**src/rtl/latency_memory.sv**
```systemverilog
// Single-port memory with configurable read/write latency and a request/ready handshake.
// One access in flight at a time; ready pulses for one cycle when the access completes.
module latency_memory #(
    parameter int DATA_W    = 8,
    parameter int ADDR_W    = 5,
    parameter int READ_LAT  = 1,
    parameter int WRITE_LAT = 1
) (
    input  logic              clk,
    input  logic              rst,
    input  logic [ADDR_W-1:0] address,
    input  logic [DATA_W-1:0] writeData,
    input  logic              memRead,
    input  logic              memWrite,
    output logic [DATA_W-1:0] out,
    output logic              ready,
    output logic              busy
);

    localparam logic [0:0] S_IDLE = 1'b0;
    localparam logic [0:0] S_BUSY = 1'b1;

    localparam logic [3:0] RD_LOAD = 4'(READ_LAT - 1);
    localparam logic [3:0] WR_LOAD = 4'(WRITE_LAT - 1);

    logic [DATA_W-1:0] r_mem [2**ADDR_W];
    logic [0:0]        r_state;
    logic [3:0]        r_cnt;
    logic [ADDR_W-1:0] r_addr;
    logic [DATA_W-1:0] r_data;
    logic              r_is_wr;
    logic [DATA_W-1:0] r_out;
    logic              r_ready;

    logic w_done;
    logic w_commit_wr;

    assign w_done      = (r_state == S_BUSY) && (r_cnt == 4'd0);
    // A reset on the commit edge aborts the write.
    assign w_commit_wr = !rst && w_done && r_is_wr;

    always_ff @(posedge clk) begin
        if (rst) begin
            r_state <= S_IDLE;
            r_cnt   <= 4'd0;
            r_addr  <= '0;
            r_data  <= '0;
            r_is_wr <= 1'b0;
            r_out   <= '0;
            r_ready <= 1'b0;
        end else begin
            r_ready <= 1'b0;
            case (r_state)
                S_IDLE: begin
                    if (memRead || memWrite) begin
                        r_addr  <= address;
                        r_data  <= writeData;
                        r_is_wr <= memWrite;
                        r_cnt   <= memWrite ? WR_LOAD : RD_LOAD;
                        r_state <= S_BUSY;
                    end
                end
                S_BUSY: begin
                    if (r_cnt != 4'd0) begin
                        r_cnt <= r_cnt - 4'd1;
                    end else begin
                        if (!r_is_wr) begin
                            r_out <= r_mem[r_addr];
                        end
                        r_ready <= 1'b1;
                        r_state <= S_IDLE;
                    end
                end
                default: begin
                    r_state <= S_IDLE;
                end
            endcase
        end
    end

    // Array kept out of the reset domain so it maps onto plain RAM.
    always_ff @(posedge clk) begin
        if (w_commit_wr) begin
            r_mem[r_addr] <= r_data;
        end
    end

    assign out   = r_out;
    assign ready = r_ready;
    assign busy  = (r_state == S_BUSY);

endmodule

```
**config.mk**
```make
export PLATFORM = sky130hd
export DESIGN_NAME = latency_memory
export DESIGN_NICKNAME = d
export VERILOG_FILES = /design/src/rtl/latency_memory.sv
export SDC_FILE = /design/constraint.sdc
export NUM_CORES = 1
export LEC_CHECK = 0
export CORE_MARGIN = 2
export CORE_UTILIZATION = 40
export DETAILED_ROUTE_END_ITERATION = 16
export GPL_TIMING_DRIVEN = 0
export PLACE_DENSITY = 0.57
export SYNTH_ARGS = -nofsm -noshare
export SYNTH_HDL_FRONTEND = slang
export SYNTH_SLANG_ARGS = --single-unit
```
**constraint.sdc**
```tcl
create_clock -name clk -period 4.5 [get_ports clk]
set_input_delay 0.45 -clock clk [delete_from_list [all_inputs] [get_ports clk]]
set_output_delay 0.45 -clock clk [all_outputs]
set_load 0.05 [all_outputs]
```
Word level (Yosys, flattened, before mapping). Memories as Yosys holds them, arrays and structs flattened. A register that Yosys moved wholly into a read port is not among the register bits. Cells that the tools add are included.

$add $sub $neg: 1. Eq/ne operators: 2. Muxes and demuxes: 9. Bitwise logic cells: 3. Reductions and logical operators: 11.

Operators with widths (count): $mux 4 (2); $pmux 4 s2 (1); $mux 1 (5); $logic_not 4->1 (1); $reduce_and 2->1 (2); $reduce_bool 4->1 (1); $sub 4x1->4 const B (1); $logic_and 1x1->1 (3); $not 1->1 (3); $reduce_and 3->1 (1); $ne 2x1->1 const B (1); $ne 2x2->1 const B (1); $pmux 1 s2 (1); $reduce_or 2->1 (1); $logic_not 1->1 (1); $logic_or 1x1->1 (1).

Flip-flop bits (word level): 20. RAM bits: 256. Input bits: 17. Output and inout port bits: 10. Memories: 1.

Memory list: r_mem (depth 32, bits a word 8, rd ports 1, clocked after Yosys merged registers in 1, wr ports 1, line 26) `logic [DATA_W-1:0] r_mem [2**ADDR_W];`.

Longest topological paths before layout.
Word-level depth: 6. Gate-level depth with buffers: 8. Mapped depth without buffers: 6.

Worst setup path before layout. No wires, ideal clock.

Path type: register -> register. Start: register r_state, in the netlist busy. End: memory r_mem[0][0], enable pin. Library setup time: 370 ps. Arrival: 2154 ps. Data required time: 4130 ps. Path slack: 1976 ps. Cell stages (with the launch flop): 6. Path buffers: 1. Path through: dfxtp_1 nand4bb_1 nor3b_2 or3b_1 buf_2 nor2_1.

Word-level cells in the longest chain between the ends: 5.

Ends and longest elaborated chain: from (decl) (line 27) `logic [0:0] r_state;`; from (signal assigned) (line 44) `r_state <= S_IDLE;`; from (signal assigned) (line 60) `r_state <= S_BUSY;`; from (signal assigned) (line 71) `r_state <= S_IDLE;`; $logic_and 1x1->1 (line 38) `assign w_done = (r_state == S_BUSY) && (r_cnt == 4'd0);`; $logic_and 1x1->1 (2 in a row) (line 40) `assign w_commit_wr = !rst && w_done && r_is_wr;`; $mux 1 (line 83) `if (w_commit_wr) begin`; $mux 1 (not written as such) (line 84) `r_mem[r_addr] <= r_data;`; to (decl) (line 26).

No other way between the ends.

Worst setup path in the final report.
Start: register r_addr[0]. End: memory r_mem[17][1], enable pin.

RTL lines: from (decl) (line 29) `logic [ADDR_W-1:0] r_addr;`; from (signal assigned) (line 56) `r_addr <= address;`.

No word-level cell before the write port.

==> metrics <==
clk_skew between 0.01 and 0.015 ns; peak supply drop between 0.3 and 0.4 mV; Max-slew headroom approximately 7.6%; Lkg Pwr between 4 and 5 nW; most frequent cell after synthesis edfxtp_1; largest net degree at the start of global routing 34; Post-Layout Cell Count 1092; top cells by area, synth edfxtp_1, mux4_2, dfxtp_1; HP Class in -> reg; Final Hold Viols 0; drt drc 0; shortest period the worst path allows between 3 and 4 ns; ys flop type edfxtp_1; ANT nets after route 0; DRT Pass-1 Iters 7; Placer Congestion 0.839; drt initial violations between 500 and 600; Crit Path Class reg -> reg; critical path fanouts, max 10; Total Neg Setup Slack 0 ns; Mapped Avg Cell Area between 15 and 20 um2; Worst-Skew Late Latency ~0.55 ns; area of the multi-input gates around 2700 um2; # fillers 2330; Pwr per Cell Area about 450 nW/um2; Post-synth ARST share 0%; Mapped Nets approximately 650; count of state elements after synthesis 284; top cells by count, synth edfxtp_1, nor2_1, mux4_2; register area share after synthesis about three quarters; Starting Density approximately two fifths; Area Overhead vs Synth 15.5%; slew at the pin with the worst max-slew slack approximately 1.4 ns; I/O Buffers 25; clock-pin slew on the worst setup and hold paths ~0.060 ns; Power Total a little under 6 mW; CTS Buffer Depth 3; post-cts resize count 0; fin area roughly 13000 um2; family with the most delay on the worst path simple AND/OR/NAND/NOR gates; # IOs 27; H-tree levels 1; CP cell instances buf_2 > buf_2 > buf_2 > nand3b_1 > nor2_1; post-DP HPWL 18000 um; Max Cap Viol 0; Final #Nets between 700 and 800; Crit. End Element flip-flop; Synth top area share about two thirds; area leader, netlist edfxtp_1; Cells after Synth 632; # Post-CTS Setup Buffers 0; Vias/cell 5.54; first-pass GRT wire length 40800 um; number of synthesized flops with an enable pin 256; Netlist Area Pre-Place 11200 um2; ant diodes 0; vias roughly 6000; CP startpoint kind flip-flop; Max Clock Freq 0.311 GHz; number of cell rows 61; total CTS buffers 30; Die Height 171 um; Slew Viols, Final 0; initial antenna violation count 0; CTS tree done; Final Cycle Share 71.3%; share of layout cells above drive strength 1 roughly a fifth; Routed WL 27600 um; # clock sinks 284; crit path max-delay cell type nor2_1; clk root buf clkbuf_16; Setup violations, final 0; DIE AREA between 20000 and 30000 um2; cts hold-fix bufs 0; GRT overflow 0; core footprint 27700 um2; dpl cells around 1000; wire per inst about 25 um; Critical Path Max Stage Delay 0.90 ns; vias in the first global route 6208; CP most frequent cell buf_2; placed cell area 11900 um2; width of the die approximately 170 um; Buf+Inv Stages, Crit Path 3; FF+latch area approximately 8300 um2; Hold Slack between 0.4 and 0.5 ns; RSZ-0062 raised after global routing false; Distinct cells, synth between 50 and 60; Warnings, synthesis 0; GRT Resource Usage Total 19.3%; status complete, no violations; Worst Path Arrival 3.39 ns; Req. time, crit path about 4.7 ns
-- cell families after synthesis --
group | after synthesis | synth area share, %
AOI/OAI and AO/OA | 59 | 3.68
and+or+nand+nor | 165 | 7.57
adders and majority gates | 2 | 0.223
DFF | 284 | 73.5
buffers and inverters | 37 | 2.28
muxes | 84 | 12.6
xor gates and xnor gates | 1 | 0.0781
-- layer usage --
layer  share of wire, %  global-route usage [%]  up-vias
li1                   -                       -     2643
met1                 43                    26.8     3122
met2                 49                    31.9      237
met3                6.3                    3.04       47
met4                2.7                    5.45        0
met5                  0                       0        -
-- worst reg2reg max path, delay by kind of cell (launching register included) --
| family | cells | cell delay, ns |
|---|---|---|
| flops | 1 | 0.40 |
| buf+inv | 3 | 1.03 |
| simple gates | 2 | 1.42 |
-- stage by stage --
| stage | setup slack [ns] | utilization [%] |
|---|---|---|
| after global routing | 1.13 | 46.8 |
| final | 1.29 | 46.8 |
| after detailed placement | 1.34 | 43.1 |
| after global placement | 1.38 | 43.1 |
| after CTS | 1.34 | 46.6 |
| after floorplan | 1.98 | - |
-- flip-flops by register name (all words and copies together) (netlist names) --
name,flops
r_addr,5
r_is_wr,1
ready,1
r_data,8
busy,1
r_mem,256
r_cnt,4
out,8
-- report_power, final --
group / switching [mW] / internal, mW / total, mW
logic: 0.231 / 0.159 / 0.390
clock network: 0.996 / 1.42 / 2.42
registers: 0.0667 / 2.91 / 2.98
-- cell usage in the layout, fill, tap and decap left out, types with 3 or more instances in the layout --
cell | Yosys | final
o22ai_1 | 14 | 14
a22oi_1 | 9 | 9
buf_2 | 12 | 12
nor2_1 | 53 | 53
buf_8 | 3 | 3
dfxtp_2 | 0 | 3
clkinv_2 | 0 | 8
a21oi_1 | 16 | 16
nand2_1 | 44 | 44
clkdlybuf4s50_1 | 0 | 25
edfxtp_1 | 256 | 256
buf_6 | 8 | 8
bufinv_16 | 0 | 3
nand3_1 | 11 | 11
inv_1 | 3 | 3
nand3b_1 | 3 | 3
mux4_2 | 46 | 46
dfxtp_1 | 28 | 25
mux2i_1 | 37 | 37
and3_1 | 5 | 5
nor3_1 | 13 | 13
clkbuf_1 | 9 | 17
and3b_1 | 4 | 4
nand4bb_1 | 3 | 3
a211oi_1 | 5 | 5
clkbuf_16 | 0 | 30
a311oi_1 | 6 | 6
nor3b_2 | 3 | 3
or2_2 | 3 | 3
-- layout make-up --
type | count | area share, %
buffer | 34 | 1.88
sequential | 284 | 63.7
clock inverter | 17 | 1.44
clock buffer | 39 | 6.13
inverter | 3 | 0.0869
timing repair buffer | 26 | 2.14
tap | 378 | 3.65
multi-input combinational | 311 | 21.0
-- final timing paths --
check	depth (start not counted)	end	slack [ns]	start
worst min-delay path	2	out[6]	0.42	rst
worst min register to register	2	r_cnt[0]	0.50	r_cnt[0]
worst max register to register	5	r_mem[17][1]	1.29	r_addr[0]
worst max-delay path	5	r_mem[17][1]	1.29	r_addr[0]
Note: power is estimated with default switching activity, not from simulation.
